### src/rtl/restador_punto_flotante_pkg.sv
// ============================================================================
// Module      : fp_pkg
// Description : Shared single-precision float types, constants and FSM states.
// Revision    : 1.0 - initial release
// ============================================================================
`default_nettype none

package fp_pkg;

    localparam int EXP_W   = 8;
    localparam int MAN_W   = 23;
    localparam int BIAS    = 127;
    localparam int EXP_MAX = 255;

    localparam logic [4:0] DIFF_MAX = 5'd25;

    typedef struct packed {
        logic             sign;
        logic [EXP_W-1:0] exp;
        logic [MAN_W-1:0] man;
    } float32_t;

    typedef enum logic [2:0] {
        IDLE  = 3'd0,
        LOAD  = 3'd1,
        ALIGN = 3'd2,
        OPER  = 3'd3,
        NORM  = 3'd4,
        DONE  = 3'd5
    } estado_t;

endpackage

`default_nettype wire

### src/rtl/desempaquetador_fp.sv
// ============================================================================
// Module      : desempaquetador_fp
// Description : Unpacks two floats with hidden bit, flushes denormals, orders
//               them by magnitude and gives the clamped exponent distance.
// Revision    : 1.0 - initial release
// ============================================================================
`default_nettype none

module desempaquetador_fp
    import fp_pkg::*;
(
    input  float32_t         op_x_i,
    input  float32_t         op_y_i,
    output logic             sign_M_o,
    output logic [EXP_W-1:0] exp_M_o,
    output logic [MAN_W:0]   man_M_o,
    output logic             sign_m_o,
    output logic [MAN_W:0]   man_m_o,
    output logic [4:0]       diff_o,
    output logic             inf_o
);

    logic [MAN_W:0]   w_man_x;
    logic [MAN_W:0]   w_man_y;
    logic [EXP_W-1:0] w_exp_m;
    logic [EXP_W-1:0] w_ediff;
    logic             w_x_ge;

    // A zero exponent carries no hidden bit, so the whole operand becomes zero.
    assign w_man_x = (op_x_i.exp == '0) ? '0 : {1'b1, op_x_i.man};
    assign w_man_y = (op_y_i.exp == '0) ? '0 : {1'b1, op_y_i.man};

    assign w_x_ge  = {op_x_i.exp, w_man_x} >= {op_y_i.exp, w_man_y};

    assign sign_M_o = w_x_ge ? op_x_i.sign : op_y_i.sign;
    assign exp_M_o  = w_x_ge ? op_x_i.exp  : op_y_i.exp;
    assign man_M_o  = w_x_ge ? w_man_x     : w_man_y;
    assign sign_m_o = w_x_ge ? op_y_i.sign : op_x_i.sign;
    assign man_m_o  = w_x_ge ? w_man_y     : w_man_x;
    assign w_exp_m  = w_x_ge ? op_y_i.exp  : op_x_i.exp;

    assign w_ediff = exp_M_o - w_exp_m;
    assign diff_o  = (w_ediff > EXP_W'(DIFF_MAX)) ? DIFF_MAX : w_ediff[4:0];

    assign inf_o = (op_x_i.exp == EXP_W'(EXP_MAX)) || (op_y_i.exp == EXP_W'(EXP_MAX));

endmodule

`default_nettype wire

### src/rtl/restador_punto_flotante.sv
// ============================================================================
// Module      : restador_punto_flotante
// Description : Multi-cycle IEEE-754 single-precision subtractor (a - b),
//               flush-to-zero, truncation. Optional macro MANUAL_STEP_EN adds
//               a step input that gates every non-IDLE state transition.
// Revision    : 1.0 - initial release
// ============================================================================
`default_nettype none

module restador_punto_flotante
    import fp_pkg::*;
#(
    parameter int N = 32
) (
    input  logic         clk,
    input  logic         reset,
`ifdef MANUAL_STEP_EN
    input  logic         step,
`endif
    input  logic         start,
    input  logic [N-1:0] a,
    input  logic [N-1:0] b,
    output logic         busy,
    output logic         done,
    output logic [N-1:0] result,
    output logic         overflow,
    output logic         zero,
    output logic [2:0]   estado
);

    estado_t          state_q;
    float32_t         opa_q;
    float32_t         opb_q;
    logic             sign_q;
    logic             eff_add_q;
    logic [EXP_W-1:0] exp_q;
    logic [MAN_W:0]   man_M_q;
    logic [MAN_W:0]   man_m_q;
    logic [4:0]       diff_q;
    logic [MAN_W+1:0] sum_q;
    logic             ovf_q;
    logic             zf_q;
    logic             busy_q;
    logic             done_q;
    logic [N-1:0]     result_q;
    logic             overflow_q;
    logic             zero_q;

    logic             w_sign_M;
    logic [EXP_W-1:0] w_exp_M;
    logic [MAN_W:0]   w_man_M;
    logic             w_sign_m;
    logic [MAN_W:0]   w_man_m;
    logic [4:0]       w_diff;
    logic             w_inf;
    logic             w_adv;
    logic [MAN_W+1:0] sum_d;
    logic [MAN_W+1:0] norm_sum_d;
    logic [EXP_W-1:0] norm_exp_d;

    desempaquetador_fp u_desempaquetador (
        .op_x_i   (opa_q),
        .op_y_i   (opb_q),
        .sign_M_o (w_sign_M),
        .exp_M_o  (w_exp_M),
        .man_M_o  (w_man_M),
        .sign_m_o (w_sign_m),
        .man_m_o  (w_man_m),
        .diff_o   (w_diff),
        .inf_o    (w_inf)
    );

`ifdef MANUAL_STEP_EN
    assign w_adv = (state_q == IDLE) || step;
`else
    assign w_adv = 1'b1;
`endif

    // M is never smaller than the aligned m, so the difference cannot wrap.
    assign sum_d = eff_add_q ? ({1'b0, man_M_q} + {1'b0, man_m_q})
                             : ({1'b0, man_M_q} - {1'b0, man_m_q});

    assign norm_sum_d = sum_q[MAN_W+1] ? (sum_q >> 1) : (sum_q << 1);
    assign norm_exp_d = sum_q[MAN_W+1] ? (exp_q + 8'd1) : (exp_q - 8'd1);

    always_ff @(posedge clk or posedge reset) begin
        if (reset) begin
            state_q    <= IDLE;
            opa_q      <= '0;
            opb_q      <= '0;
            sign_q     <= 1'b0;
            eff_add_q  <= 1'b0;
            exp_q      <= '0;
            man_M_q    <= '0;
            man_m_q    <= '0;
            diff_q     <= '0;
            sum_q      <= '0;
            ovf_q      <= 1'b0;
            zf_q       <= 1'b0;
            busy_q     <= 1'b0;
            done_q     <= 1'b0;
            result_q   <= '0;
            overflow_q <= 1'b0;
            zero_q     <= 1'b0;
        end else begin
            done_q <= 1'b0;
            if (w_adv) begin
                case (state_q)
                    IDLE: begin
                        if (start) begin
                            opa_q   <= a;
                            opb_q   <= {~b[N-1], b[N-2:0]};
                            busy_q  <= 1'b1;
                            state_q <= LOAD;
                        end
                    end
                    LOAD: begin
                        result_q   <= '0;
                        overflow_q <= 1'b0;
                        zero_q     <= 1'b0;
                        ovf_q      <= 1'b0;
                        zf_q       <= 1'b0;
                        sign_q     <= w_sign_M;
                        exp_q      <= w_exp_M;
                        man_M_q    <= w_man_M;
                        man_m_q    <= w_man_m;
                        diff_q     <= w_diff;
                        eff_add_q  <= (w_sign_M == w_sign_m);
                        if (w_inf) begin
                            ovf_q   <= 1'b1;
                            state_q <= DONE;
                        end else if (w_diff != 5'd0) begin
                            state_q <= ALIGN;
                        end else begin
                            state_q <= OPER;
                        end
                    end
                    ALIGN: begin
                        man_m_q <= man_m_q >> 1;
                        diff_q  <= diff_q - 5'd1;
                        if (diff_q == 5'd1) state_q <= OPER;
                    end
                    OPER: begin
                        sum_q <= sum_d;
                        if (sum_d == '0) begin
                            zf_q    <= 1'b1;
                            state_q <= DONE;
                        end else if (sum_d[MAN_W+1] || !sum_d[MAN_W]) begin
                            state_q <= NORM;
                        end else begin
                            state_q <= DONE;
                        end
                    end
                    NORM: begin
                        sum_q <= norm_sum_d;
                        exp_q <= norm_exp_d;
                        if (sum_q[MAN_W+1] && (exp_q == 8'd254)) begin
                            ovf_q   <= 1'b1;
                            state_q <= DONE;
                        end else if (!sum_q[MAN_W+1] && (exp_q == 8'd1)) begin
                            zf_q    <= 1'b1;
                            state_q <= DONE;
                        end else if (norm_sum_d[MAN_W]) begin
                            state_q <= DONE;
                        end
                    end
                    DONE: begin
                        done_q     <= 1'b1;
                        busy_q     <= 1'b0;
                        overflow_q <= ovf_q;
                        zero_q     <= zf_q && !ovf_q;
                        if (ovf_q)
                            result_q <= {sign_q, 8'hFF, 23'h0};
                        else if (zf_q)
                            result_q <= '0;
                        else
                            result_q <= {sign_q, exp_q, sum_q[MAN_W-1:0]};
                        state_q <= IDLE;
                    end
                    default: state_q <= IDLE;
                endcase
            end
        end
    end

    assign busy     = busy_q;
    assign done     = done_q;
    assign result   = result_q;
    assign overflow = overflow_q;
    assign zero     = zero_q;
    assign estado   = state_q;

endmodule

`default_nettype wire

### config.mk
export PLATFORM = sky130hd
export DESIGN_NAME = restador_punto_flotante
export DESIGN_NICKNAME = d
export VERILOG_FILES = /design/src/rtl/restador_punto_flotante_pkg.sv /design/src/rtl/desempaquetador_fp.sv /design/src/rtl/restador_punto_flotante.sv
export SDC_FILE = /design/constraint.sdc
export NUM_CORES = 1
export LEC_CHECK = 0
export ABC_AREA = 0
export BUFFER_PORTS_ARGS = -buffer_cell sky130_fd_sc_hd__buf_2
export CAP_MARGIN = 15
export CORE_ASPECT_RATIO = 0.6
export CORE_MARGIN = 2
export CORE_UTILIZATION = 55
export CTS_CLUSTER_SIZE = 25
export DETAILED_ROUTE_END_ITERATION = 16
export GPL_TIMING_DRIVEN = 0
export PLACE_DENSITY_LB_ADDON = 0.12
export SYNTH_ARGS = -nofsm -noshare
export SYNTH_HDL_FRONTEND = slang
export SYNTH_SLANG_ARGS = --single-unit
### constraint.sdc
create_clock -name clk -period 12.4 [get_ports clk]
set_clock_uncertainty 0.15 [all_clocks]
set_input_delay 0.62 -clock clk [delete_from_list [all_inputs] [get_ports clk]]
set_output_delay 0.62 -clock clk [all_outputs]
set_load 0.01 [all_outputs]
---- Word-level counts from Yosys, hierarchy flattened ----
Index checks and enable logic that the tools add are counted.
word-level totals
  register bits after elaboration ......... 193
  input bits .............................. 67
  output and inout bits ................... 39
  word-level logic and storage cells ...... 113
operators by class
  $add $sub $neg .......................... 6
  magnitude comparators ................... 2
  equal/unequal tests ..................... 18
  mux-type cells .......................... 41
  bitwise logic cells ..................... 1
  reduce and logical (&&, ||, !) cells .... 24
operators by type and width
  kind                                                                   number
  24-bit 2-to-1 mux                                                      4
  32-bit 2-to-1 mux                                                      2
  32-bit one-hot mux with 2 select lines                                 1
  25-bit 2-to-1 mux                                                      2
  25-bit one-hot mux with 2 select lines                                 1
  24-bit one-hot mux with 2 select lines                                 1
  32-bit >= comparator                                                   1
  24-bit by 24-bit adder with 25-bit output                              1
  25-bit logical NOT                                                     1
  24-bit by 24-bit subtractor with 25-bit output                         1
  8-bit equality test, second input constant                             3
  8-bit 2-to-1 mux                                                       3
  3-bit 2-to-1 mux                                                       6
  8-bit logical NOT                                                      2
  8-bit one-hot mux with 2 select lines                                  1
  3-bit one-hot mux with 5 select lines                                  1
  1-bit 2-to-1 mux                                                       12
  2-bit != test, second input constant                                   6
  5-bit one-hot mux with 2 select lines                                  1
  2-bit nonzero test                                                     5
  8-bit by 1-bit adder with 8-bit output, second input constant          1
  8-bit by 1-bit equality test with 1-bit output, second input constant  1
  8-bit by 5-bit > comparator with 1-bit output, second input constant   1
  1-bit one-hot mux with 2 select lines                                  4
  other kinds (21)                                                       30

---- Depth between registers and ports, before layout ----
Gate-level depths: netlist of the first run.
  depth after elaboration ................. 11
  mapped depth ............................ 25

---- Modules after synthesis ----
A second synthesis of the first run with hierarchy kept.
unflattened totals
  cells, all modules ...................... 1436
  area total of the unflattened synthesis .. 12368.1 µm²
modules (own cells, without submodules)
  module                   instances  cells each  area each (µm²)  sequential area each (µm²)
  restador_punto_flotante  1          1057        10124.7          4829.6
  desempaquetador_fp       1          379         2243.4           0.0

---- Worst setup path after synthesis of the first run ----
OpenSTA, ideal clock, no wires.
  path type ............................... reg2reg
  start ................................... register opa_q[23] (netlist name)
  end ..................................... register state_q[0], in the netlist estado[0]
  setup time .............................. 0.110 ns
  arrival ................................. 5.213 ns
  data required time ...................... 12.140 ns
  path slack .............................. 6.926 ns
  stages on the path, launching flop included .. 26
  buffers on the path ..................... 7
  period minus slack after synthesis ...... 5.474 ns
  cell sequence ........................... dfrtp_1 -> clkbuf_1 -> nor4_1 -> nand2_1 -> clkbuf_1 -> and2_1 -> ha_1 -> a21o_1 -> a221o_1 -> a221oi_1 -> and3_4 -> and2_4 -> buf_6 -> buf_6 -> buf_2 -> buf_1 -> clkbuf_1 -> a31oi_1 -> ha_1 -> and3_1 -> a31oi_1 -> a31oi_1 -> or3_1 -> a32oi_2 -> nand4_2 -> o41ai_1
between the ends
  longest elaborated chain between the ends .. 11
ends and longest elaborated chain
  item                                           line                                                text
  from (decl)                                    restador_punto_flotante.sv:32                       float32_t opa_q;
  from (signal assigned)                         restador_punto_flotante.sv:89                       opa_q <= '0;
  from (signal assigned)                         restador_punto_flotante.sv:111                      opa_q <= a;
  8-bit logical NOT                              desempaquetador_fp.sv:30                            assign w_man_x = (op_x_i.exp == '0) ? '0 : {1'b1, op_x_i.man};
  24-bit 2-to-1 mux                              desempaquetador_fp.sv:30
  32-bit >= comparator                           desempaquetador_fp.sv:33                            assign w_x_ge = {op_x_i.exp, w_man_x} >= {op_y_i.exp, w_man_y};
  8-bit 2-to-1 mux, on equally long branches     desempaquetador_fp.sv:36, desempaquetador_fp.sv:40
  8-bit subtractor                               desempaquetador_fp.sv:42                            assign w_ediff = exp_M_o - w_exp_m;
  8-bit by 5-bit > comparator with 1-bit output  desempaquetador_fp.sv:43                            assign diff_o = (w_ediff > EXP_W'(DIFF_MAX)) ? DIFF_MAX : w_ediff[4:0];
  5-bit 2-to-1 mux                               desempaquetador_fp.sv:43
  5-bit nonzero test                             restador_punto_flotante.sv:132                      end else if (w_diff != 5'd0) begin
  1-bit 2-to-1 mux                               restador_punto_flotante.sv:132
  3-bit 2-to-1 mux (*)                           restador_punto_flotante.sv:129                      if (w_inf) begin
  3-bit one-hot mux with 5 select lines (*)      restador_punto_flotante.sv:108                      case (state_q)
  to (signal assigned)                           restador_punto_flotante.sv:131                      state_q <= DONE;
  to (signal assigned)                           restador_punto_flotante.sv:133                      state_q <= ALIGN;
  to (signal assigned)                           restador_punto_flotante.sv:135                      state_q <= OPER;
  to (decl)                                      restador_punto_flotante.sv:31                       estado_t state_q;
Mark *: on every way between the ends. The rest lies on a longest branch, timed or not.
A chain may end at the register's enable or synchronous reset.

---- Worst setup path after layout of the first run ----
Ends and elaborated chain as after synthesis.

==> metrics.cfg, run 1 <==
[synthesis]
post_synth_fa_ha_maj_area_fraction = 0.0691
asyncSetResetFlopFracSynth = 1.00
yosys_top_cell_by_area = dfrtp_1
synth_simple_gate_area_frac = 0.162
synth_seq_cells = 193
synth_xor_area_frac = 0.0339
yosys_most_used_dff = dfrtp_1
ys_top_cells_by_count = dfrtp_1 (193), nand2_1 (137), o21ai_0 (105)
area_share_of_the_largest_cell_type_after_synthesis = 0.407
post_synth.cell_area_avg_um2 = 9.20
yosysWarningCount = 0
number_of_enable_flip_flop_cells_after_synthesis = 0
synth.mux.area_fraction = 0.0848
ys_seq_area_frac = 0.407
mappedNetlistArea_um2 = 11900
synthDistinctLibCells = 74
synth.net_count = 1422
synthTopCellsByArea = dfrtp_1 (41%), ha_1 (6.7%), mux2_2 (5.8%), o21ai_0 (4.4%), nand2_1 (4.3%)
netlist_instances = 1290
most_numerous_cell_in_the_yosys_netlist = dfrtp_1
synth_compound_area_frac = 0.206
synth_top_family_by_area = compound AO/OA/AOI/OAI gates

[timing]
timing_worst_slew_pin_value_ns = 0.872
report.final.hold_viol_count = 0
fmax_ghz = 0.135
setup_viol_count_final = 0
slew_violations = 0
timing.setup.tns_ns = 0
shortest_clock_period_the_worst_path_allows_after_layout_ns = 7.43
final.period_utilization = 0.599
max-slew-margin-rel = 0.418
unrepaired_setup_endpoints_after_global_routing = no

[global_routing]
grt_pass1_wl_mm = 54.7
grt_use_total = 0.300
antenna_found_initial = 0
grt.overflow.total = 0
grt_max_degree = 116
number_of_global_route_vias_before_repair = 10100

[clock_network]
max-clock-path-buffers = 2
numCtsBuffers = 17
cts_sinks = 193
cts_post_setup_buffers_inserted = 0
post_cts_hold_buffer_count = 0
cts_htree_levels = 4
cts_tree = yes
clock_transition_at_the_registers_of_the_reported_paths_ns = 0.07
skew_pair_late_insertion_delay_ns = 0.45
cts_root_buffer = clkbuf_16
cts_repair_resize_count = 0

[worst_setup_path]
critical_path.reg2reg.startpoint = opa_q[23]$_DFFE_PP0P_
setup.worst_path.class = reg2reg
crit_path_max_fo = 10
cp.required_ns = 12.58
crit_path_max_incr_delay_ns = 0.64
timing.rr.end = estado[0]$_DFFE_PP0P_
setup.worst_path.end_class = register
slowest_stage = buf_1
timing.critical_path.arrival_ns = 7.61
timing.reg2reg.worst_path_depth = 25
ff2ff_setup_slack_ns = 4.97
start_kind = register

[drt]
route.antenna.remaining_nets = 0
detailedRoute.firstPassIterationCount = 7
post_drt_via_cell_ratio = 6.15
dr_wl_met3_mm = 2.75
drt_iter0_drc = 998
route.top_layer_used = met4
met2RoutedLength_mm = 13.6
route.layer.met1.wl_mm = 16.6
drt_wl_total_mm = 33.3
routed_wire_length_per_instance_um = 19.5
residual_drc = 0
count_of_vias_placed_by_the_detailed_router = 10500

[die]
row_count = 41
die_area_um2 = 22800
die_h_um = 118
die_x_um = 194
io_pins = 106
floorplan.core_area_um2 = 21100
initial_utilization = 0.563

[cells_and_area]
area_growth_pct = 12.8
drive_gt1_frac = 0.151
antennaDiodeCount = 0
finish.net_count = 1548

[run_status]
status = finished, final reports clean

[min_path]
min-delay-path-class = in2async

[placed_design]
place_congestion = 0.924
dp_hpwl_mm = 25.6
io_buffers = 105

[flow_run]
reported_max_cap_violation_count = 0

[logic make-up (layout without fill, tap and decap cells)]
kind of cell / Yosys count / count (layout)
simple gates: 400 / 400
compound gates: 377 / 377
flops: 193 / 193
buf+inv: 116 / 253
mux: 93 / 93
fa+ha+maj: 65 / 65
xor+xnor: 46 / 46
[per-layer routing]
layer  vias up  GRT usage
li1       4950          -
met4         0     0.0596
met3        27     0.0711
met1      5117      0.472
met5         -          0
met2       404      0.416
[final cells by class]
type                            count  area, µm²
Buffer                             75        298
Clock buffer                       18        439
Clock inverter                     12        166
Fill cell                        1841       7690
Inverter                           41        161
Multi-Input combinational cell    981       6590
Sequential cell                   193       4830
Tap cell                          279        349
Timing Repair Buffer              107        558
[worst max-delay path: cells and delay by family, from the launching register on]
family                   cells  cell delay (ns)
flip-flops                   1             0.38
adder cells (fa/ha/maj)      2             0.52
buffers and inverters        7             2.64
AO/OA/AOI/OAI                8             1.99
AND/OR/NAND/NOR              8             1.57
[cells in the final DEF, fill, tap and decap left out, types with 5 or more instances in the layout]
master     count
a221o_1       12
dfrtp_1      193
a211oi_1      10
and2_1        25
nor3_1        23
a22o_1        24
clkinv_2       6
xnor2_1       19
nand2b_1       5
nor4_1        15
a21oi_1       87
ha_1          64
o31ai_1        5
nor2b_1       33
and3_1         7
inv_1         39
clkbuf_1      66
a21o_1        13
o21ai_0      105
xor2_1        27
or3_1          7
buf_2        106
mux2i_1       32
a31oi_1       35
o221ai_1       7
mux2_2        61
nand2_1      137
nand3_1       22
o21a_1        12
a22oi_1       25
nand4_1       14
nor2_1        92
buf_1          6
clkbuf_16     17
[worst max path at each step]
stage	slack (ns)	from	to
after global routing	4.47	opa_q[23]$_DFFE_PP0P_	estado[0]$_DFFE_PP0P_
after CTS	5.08	opa_q[23]$_DFFE_PP0P_	estado[0]$_DFFE_PP0P_
final	4.97	opa_q[23]$_DFFE_PP0P_	estado[0]$_DFFE_PP0P_
after floorplan	6.37	reset	busy$_DFFE_PP0P_
after global placement	4.22	reset	done$_DFF_PP0_
after detailed placement	5.10	opa_q[23]$_DFFE_PP0P_	estado[0]$_DFFE_PP0P_
[flip-flops by register name, summed over array words and instances, names as in the netlist, 3 cells and up]
name,count
opb_q,32
estado,3
opa_q,32
man_m_q,24
result,32
man_M_q,24
exp_q,8
sum_q,25
diff_q,5
[per-stage QoR]
stage / cells / setup WS [ns] / hold slack [ns] / area, µm² / util
detailed placement: 1675 / 5.10 / 0.315 / 12800 / 0.606
finish: 1706 / 4.97 / 0.0748 / 13400 / 0.635
CTS: 1705 / 5.08 / 0.102 / 13400 / 0.635
global placement: 1674 / 4.22 / 0.312 / 12700 / 0.605
floorplan: 1290 / 6.37 / 0.300 / 11900 / -
global route: 1706 / 4.47 / 0.119 / 13400 / 0.635
Power of run 1 is left out: the tool's default activity adds up to more than one toggle a clock period on the data nets, which glitch-free logic cannot reach.
==> run 2: changes to the inputs <==
==> constraint.sdc (replaced) <==
create_clock -name clk -period 6 [get_ports clk]
set_clock_uncertainty 0.15 [all_clocks]
set_input_delay 0.3 -clock clk [delete_from_list [all_inputs] [get_ports clk]]
set_output_delay 0.3 -clock clk [all_outputs]
set_load 0.01 [all_outputs]
==> run 2 against run 1 <==
Against the previous run: first-iteration DRC count shrank 8.3%; critical endpoint unchanged; sequential cell count is the same; highest routed layer is now met5; count of clock-buffer cells in the layout is the same.
==> metrics.cfg, run 2 (same netlist as run 1, synthesis figures left out) <==
[drt]
count_of_vias_placed_by_the_detailed_router = 10700  ; was 10,500
route.antenna.remaining_nets = 0  ; unchanged
detailedRoute.firstPassIterationCount = 5  ; was 7
drt_iter0_drc = 915  ; was 998
routed_wire_length_per_instance_um = 19.3  ; was 19.5 µm
residual_drc = 0  ; unchanged
post_drt_via_cell_ratio = 6.07  ; was 6.15
drt_wl_total_mm = 34.1  ; was 33.3 mm

[worst_setup_path]
critical_path.reg2reg.startpoint = opb_q[29]$_DFFE_PP0P_  ; was opa_q[23]$_DFFE_PP0P_
crit_end = estado[0]$_DFFE_PP0P_  ; unchanged
ff2ff_setup_slack_ns = 0.23  ; was 4.97 ns
crit_path_max_fo = 28  ; was 10
critical_path.startpoint = opb_q[29]$_DFFE_PP0P_  ; was opa_q[23]$_DFFE_PP0P_
timing.reg2reg.worst_path_depth = 22  ; was 25
timing.rr.end = estado[0]$_DFFE_PP0P_  ; unchanged
setup.worst_path.end_class = register  ; unchanged
timing.critical_path.arrival_ns = 5.95  ; was 7.61 ns
start_kind = register  ; unchanged
setup.worst_path.class = reg2reg  ; unchanged
cp.required_ns = 6.18  ; was 12.58 ns

[clock_network]
cts_root_buffer = clkbuf_16  ; unchanged
clock_transition_at_the_registers_of_the_reported_paths_ns = 0.07  ; about the same
skew_pair_late_insertion_delay_ns = 0.45  ; about the same
max-clock-path-buffers = 2  ; unchanged
numCtsBuffers = 17  ; unchanged
cts_tree = yes  ; unchanged
cts_sinks = 193  ; unchanged
cts_htree_levels = 4  ; unchanged

[cells_and_area]
area_growth_pct = 18.5  ; was 12.8%
finish.net_count = 1611  ; was 1,548
top_library_cells_by_usage_in_the_layout_fill_and_taps_aside = dfrtp_1 (192), nand2_1 (136), buf_2 (106)  ; was dfrtp_1 (193), nand2_1 (137), buf_2 (106)
drive_gt1_frac = 0.151  ; about the same
layout.cells.most_common = dfrtp_1  ; unchanged
antennaDiodeCount = 0  ; unchanged

[global_routing]
grt_use_total = 0.306  ; was 0.300
grt_max_degree = 116  ; unchanged
grt_pass1_wl_mm = 55.8  ; was 54.7 mm
number_of_global_route_vias_before_repair = 10400  ; was 10,100
antenna_found_initial = 0  ; unchanged
grt.overflow.total = 0  ; unchanged

[timing]
final.period_utilization = 0.962  ; was 0.599
slew_violations = 0  ; unchanged
max-slew-margin-rel = 0.404  ; was 0.418
fin_hold_ws_ns = 0.328  ; was 0.0748 ns
fmax_ghz = 0.173  ; was 0.135 GHz
shortest_clock_period_the_worst_path_allows_after_layout_ns = 5.77  ; was 7.43 ns
setup_viol_count_final = 0  ; unchanged
report.final.hold_viol_count = 0  ; unchanged
timing_worst_slew_pin_value_ns = 0.895  ; was 0.872 ns

[die]
initial_utilization = 0.563  ; unchanged
row_count = 41  ; unchanged
io_pins = 106  ; unchanged
floorplan.core_area_um2 = 21100  ; unchanged
die_x_um = 194  ; unchanged
die_h_um = 118  ; unchanged
die_area_um2 = 22800  ; unchanged

[placed_design]
place_congestion = 0.924  ; unchanged
io_buffers = 105  ; unchanged
dp_hpwl_mm = 25.6  ; unchanged

[flow_run]
reported_max_cap_violation_count = 0  ; unchanged

[run_status]
status = finished, final reports clean  ; unchanged

[min_path]
min-delay-path-class = in2async  ; unchanged

-- run 2: layer usage --
| layer | part of all wire | GRT usage | up-vias |
|---|---|---|---|
| li1 | - | - | 5069 |
| met1 | 0.49 | 0.467 | 5214 |
| met2 | 0.41 | 0.431 | 412 |
| met3 | 0.087 | 0.0808 | 38 |
| met4 | 0.012 | 0.0644 | 2 |
| met5 | 0.0025 | 0.0283 | - |
-- run 2: cell type report --
| cell class | count | area (µm²) |
|---|---|---|
| repair buffers | 173 | 1220 |
| clock buffers | 18 | 439 |
| fillers | 1755 | 7020 |
| flip-flops and latches | 193 | 4830 |
| well taps | 279 | 349 |
| clock inverters | 12 | 166 |
| multi-input cells | 981 | 6610 |
| inverters | 41 | 161 |
| plain buffers | 72 | 298 |
-- run 2: metrics by stage --
step	instance area, µm²	util	TNS, ns	worst slack [ns]	std cells
final	14100	0.667	0	0.225	1769
after floorplan	11900	-	0	0.294	1290
after detailed placement	12800	0.606	-7.02	-1.30	1675
after global placement	12700	0.605	-361.68	-1.86	1674
after CTS	14000	0.666	0	0.00372	1768
after global routing	14100	0.667	-0.0871	-0.0871	1769
-- run 2: worst max-delay path, stage by stage, from the launching register on --
cell and delay, ns:
dfrtp_1 0.45, nor4_1 0.39, nand2_2 0.26, clkbuf_2 0.29, nand2_1 0.14, ha_1 0.25, a21o_1 0.19, a221o_1 0.35
a221oi_1 0.33, and3_4 0.27, and2_4 0.14, buf_6 0.11, buf_6 0.14, buf_6 0.27, a31oi_1 0.13, ha_1 0.21
and3_1 0.18, a31oi_1 0.13, a31oi_1 0.11, or3_1 0.33, a32oi_2 0.18, nand4_2 0.23, o41ai_2 0.39
-- run 2: worst min path at each step --
stage / startpoint / end / cells after the start
finish: reset / opa_q[4]$_DFFE_PP0P_ / 3
global route: overflow$_DFFE_PP0P_ / overflow$_DFFE_PP0P_ / 2
global placement: busy$_DFFE_PP0P_ / busy$_DFFE_PP0P_ / 1
CTS: start / estado[0]$_DFFE_PP0P_ / 5
floorplan: b[31] / opb_q[31]$_DFFE_PP0P_ / 1
detailed placement: reset / opa_q[4]$_DFFE_PP0P_ / 2
-- run 2: what timing repair did --
action	in CTS	in global routing
hold endpoints to repair	142	0
pin swaps	0	2
hold buffers	65	0
setup endpoints to repair	6	6
gates resized for setup	2	13
cloned	0	0
setup buffers	0	1
Power of run 2 is left out for the same reason.
==> run 3: changes to the inputs <==
--- a/config.mk
+++ b/config.mk
@@ -14,7 +14,7 @@
 export CTS_CLUSTER_SIZE = 25
 export DETAILED_ROUTE_END_ITERATION = 16
 export GPL_TIMING_DRIVEN = 0
-export PLACE_DENSITY_LB_ADDON = 0.12
+export PLACE_DENSITY = 0.88
 export SYNTH_ARGS = -nofsm -noshare
 export SYNTH_HDL_FRONTEND = slang
 export SYNTH_SLANG_ARGS = --single-unit
==> run 3 against run 2 <==
Against the previous run: die area unchanged; design area up 0.27%; sequential share of layout area down 0.065 points; largest cell class unchanged; highest routed layer is now met4.
==> metrics.cfg, run 3 (same netlist as run 1, synthesis figures left out) <==
[run_status]
status = finished, final reports clean  ; unchanged

[worst_setup_path]
cp.required_ns = 6.21  ; was 6.18 ns
crit_end = estado[0]$_DFFE_PP0P_  ; unchanged
ff2ff_setup_slack_ns = 0.30  ; was 0.23 ns
crit_path_max_fo = 28  ; unchanged
timing.reg2reg.worst_path_depth = 23  ; was 22
timing.critical_path.arrival_ns = 5.90  ; was 5.95 ns
timing.rr.end = estado[0]$_DFFE_PP0P_  ; unchanged
setup.worst_path.end_class = register  ; unchanged
cp_cell_sequence = nor4_2 -> nand2_2 -> buf_4 -> clkbuf_1 -> nand2_1 -> ha_1 -> nor3_1 -> nor4_1 -> a32oi_1 -> a31o_2 -> and2_4 -> buf_6 -> buf_6 -> buf_6 -> a31oi_1 -> ha_1 -> and3_1 -> a31oi_1 -> a31oi_1 -> o21ai_0 -> a32oi_2 -> nand4_4 -> o41ai_2  ; was nor4_1 -> nand2_2 -> clkbuf_2 -> nand2_1 -> ha_1 -> a21o_1 -> a221o_1 -> a221oi_1 -> and3_4 -> and2_4 -> buf_6 -> buf_6 -> buf_6 -> a31oi_1 -> ha_1 -> and3_1 -> a31oi_1 -> a31oi_1 -> or3_1 -> a32oi_2 -> nand4_2 -> o41ai_2
critical_path.startpoint = opb_q[29]$_DFFE_PP0P_  ; unchanged
slowest_stage = nor4_1  ; was dfrtp_1
start_kind = register  ; unchanged
setup.worst_path.class = reg2reg  ; unchanged
critical_path.reg2reg.startpoint = opb_q[29]$_DFFE_PP0P_  ; unchanged
crit_path_max_incr_delay_ns = 0.57  ; was 0.45 ns

[drt]
detailedRoute.firstPassIterationCount = 5  ; unchanged
route.antenna.remaining_nets = 0  ; unchanged
routed_wire_length_per_instance_um = 19.9  ; was 19.3 µm
residual_drc = 0  ; unchanged
drt_iter0_drc = 1277  ; was 915
post_drt_via_cell_ratio = 6.26  ; was 6.07
drt_wl_total_mm = 35.4  ; was 34.1 mm
count_of_vias_placed_by_the_detailed_router = 11100  ; was 10,700

[cells_and_area]
ff_latch_area_um2 = 4830  ; about the same
area_growth_pct = 18.8  ; was 18.5%
layout.cells.most_common = dfrtp_1  ; unchanged
finish.net_count = 1616  ; was 1,611
top_library_cells_by_usage_in_the_layout_fill_and_taps_aside = dfrtp_1 (189), nand2_1 (136), o21ai_0 (105), buf_2 (105), nor2_1 (92)  ; was dfrtp_1 (192), nand2_1 (136), buf_2 (106)
drive_gt1_frac = 0.158  ; was 0.151
multi_input_area_um2 = 6660  ; was 6610 µm²
final.fill_count = 1604  ; was 1,755
antennaDiodeCount = 0  ; unchanged

[clock_network]
cts_htree_levels = 4  ; unchanged
cts_root_buffer = clkbuf_16  ; unchanged
cts_sinks = 193  ; unchanged
clock_transition_at_the_registers_of_the_reported_paths_ns = 0.07  ; about the same
numCtsBuffers = 17  ; unchanged
cts_tree = yes  ; unchanged
max-clock-path-buffers = 2  ; unchanged
skew_pair_late_insertion_delay_ns = 0.46  ; was 0.45 ns

[timing]
fmax_ghz = 0.176  ; was 0.173 GHz
report.final.hold_viol_count = 0  ; unchanged
slew_violations = 0  ; unchanged
max-slew-margin-rel = 0.280  ; was 0.404
shortest_clock_period_the_worst_path_allows_after_layout_ns = 5.70  ; was 5.77 ns
timing.setup.tns_ns = 0  ; unchanged
unrepaired_setup_endpoints_after_global_routing = no
setup_viol_count_final = 0  ; unchanged
timing_worst_slew_pin_value_ns = 1.07  ; was 0.895 ns
final.period_utilization = 0.949  ; was 0.962

[global_routing]
grt.overflow.total = 0  ; unchanged
grt_max_degree = 109  ; was 116
grt_use_total = 0.311  ; was 0.306
antenna_found_initial = 0  ; unchanged
grt_pass1_wl_mm = 56.6  ; was 55.8 mm
number_of_global_route_vias_before_repair = 10700  ; was 10,400

[die]
die_area_um2 = 22800  ; unchanged
initial_utilization = 0.563  ; unchanged
io_pins = 106  ; unchanged
row_count = 41  ; unchanged
floorplan.core_area_um2 = 21100  ; unchanged
die_h_um = 118  ; unchanged
die_x_um = 194  ; unchanged

[placed_design]
io_buffers = 105  ; unchanged
dp_hpwl_mm = 25.8  ; was 25.6 mm
place_congestion = 0.940  ; was 0.924

[min_path]
min-delay-path-class = in2reg  ; was in2async
hold_start = start

[flow_run]
reported_max_cap_violation_count = 0  ; unchanged

==> run 3: cell count changes in the layout (fill, tap and decap cells not counted), sizes merged <==
cell and delta:
clkinvlp +1, inv +6, clkinv -1, nand2 +1, bufinv -4, buf +4
==> run 3: what timing repair did <==
item	in CTS	in global routing
setup endpoints to repair	6	6
endpoints found under the hold margin	149	0
setup buffers	0	6
gates resized for setup	11	13
gates cloned	1	0
hold buffers	65	0
pin swaps	1	1
==> run 3: routing by layer <==
layer	wire, µm	up-vias	global-route usage
met1	16200	5374	0.460
met4	579	0	0.0782
met2	14900	586	0.449
met3	3790	58	0.0874
li1	-	5098	-
met5	0	-	0
==> run 3: worst min-delay path by stage <==
| stage | endpoint | slack (ns) | cells past startpoint |
|---|---|---|---|
| global placement | busy$_DFFE_PP0P_ | 0.31 | 1 |
| CTS | estado[0]$_DFFE_PP0P_ | 0.22 | 5 |
| detailed placement | result[11]$_DFFE_PP0P_ | 0.29 | 2 |
| global route | estado[0]$_DFFE_PP0P_ | 0.30 | 5 |
| floorplan | opb_q[31]$_DFFE_PP0P_ | 0.23 | 1 |
| finish | estado[0]$_DFFE_PP0P_ | 0.25 | 5 |
==> run 3: cell type report <==
type	count	share of cell area
repair buffers	177	0.0885
inverters	41	0.0114
multi-input cells	982	0.472
clock inverters	14	0.00887
plain buffers	72	0.0212
flip-flops and latches	193	0.343
well taps	279	0.0247
clock buffers	18	0.0304
==> run 3: critical path, delay by kind of cell, from the launching register on <==
kind,cells,cell delay [ns]
fa+ha+maj,2,0.45
compound gates,8,1.69
flops,1,0.46
simple gates,8,1.92
buf+inv,5,0.90
==> run 3: stage by stage <==
stage | hold WS [ns] | setup slack [ns] | std cells | cell area (µm²) | util
detailed placement | 0.288 | -0.973 | 1675 | 12800 | 0.606
global route | 0.303 | 0.0915 | 1776 | 14100 | 0.669
finish | 0.248 | 0.304 | 1776 | 14100 | 0.669
global placement | 0.311 | -1.71 | 1674 | 12700 | 0.605
CTS | 0.216 | 0.0385 | 1771 | 14000 | 0.665
floorplan | 0.235 | 0.294 | 1290 | 11900 | -
Power of run 3 is left out for the same reason.
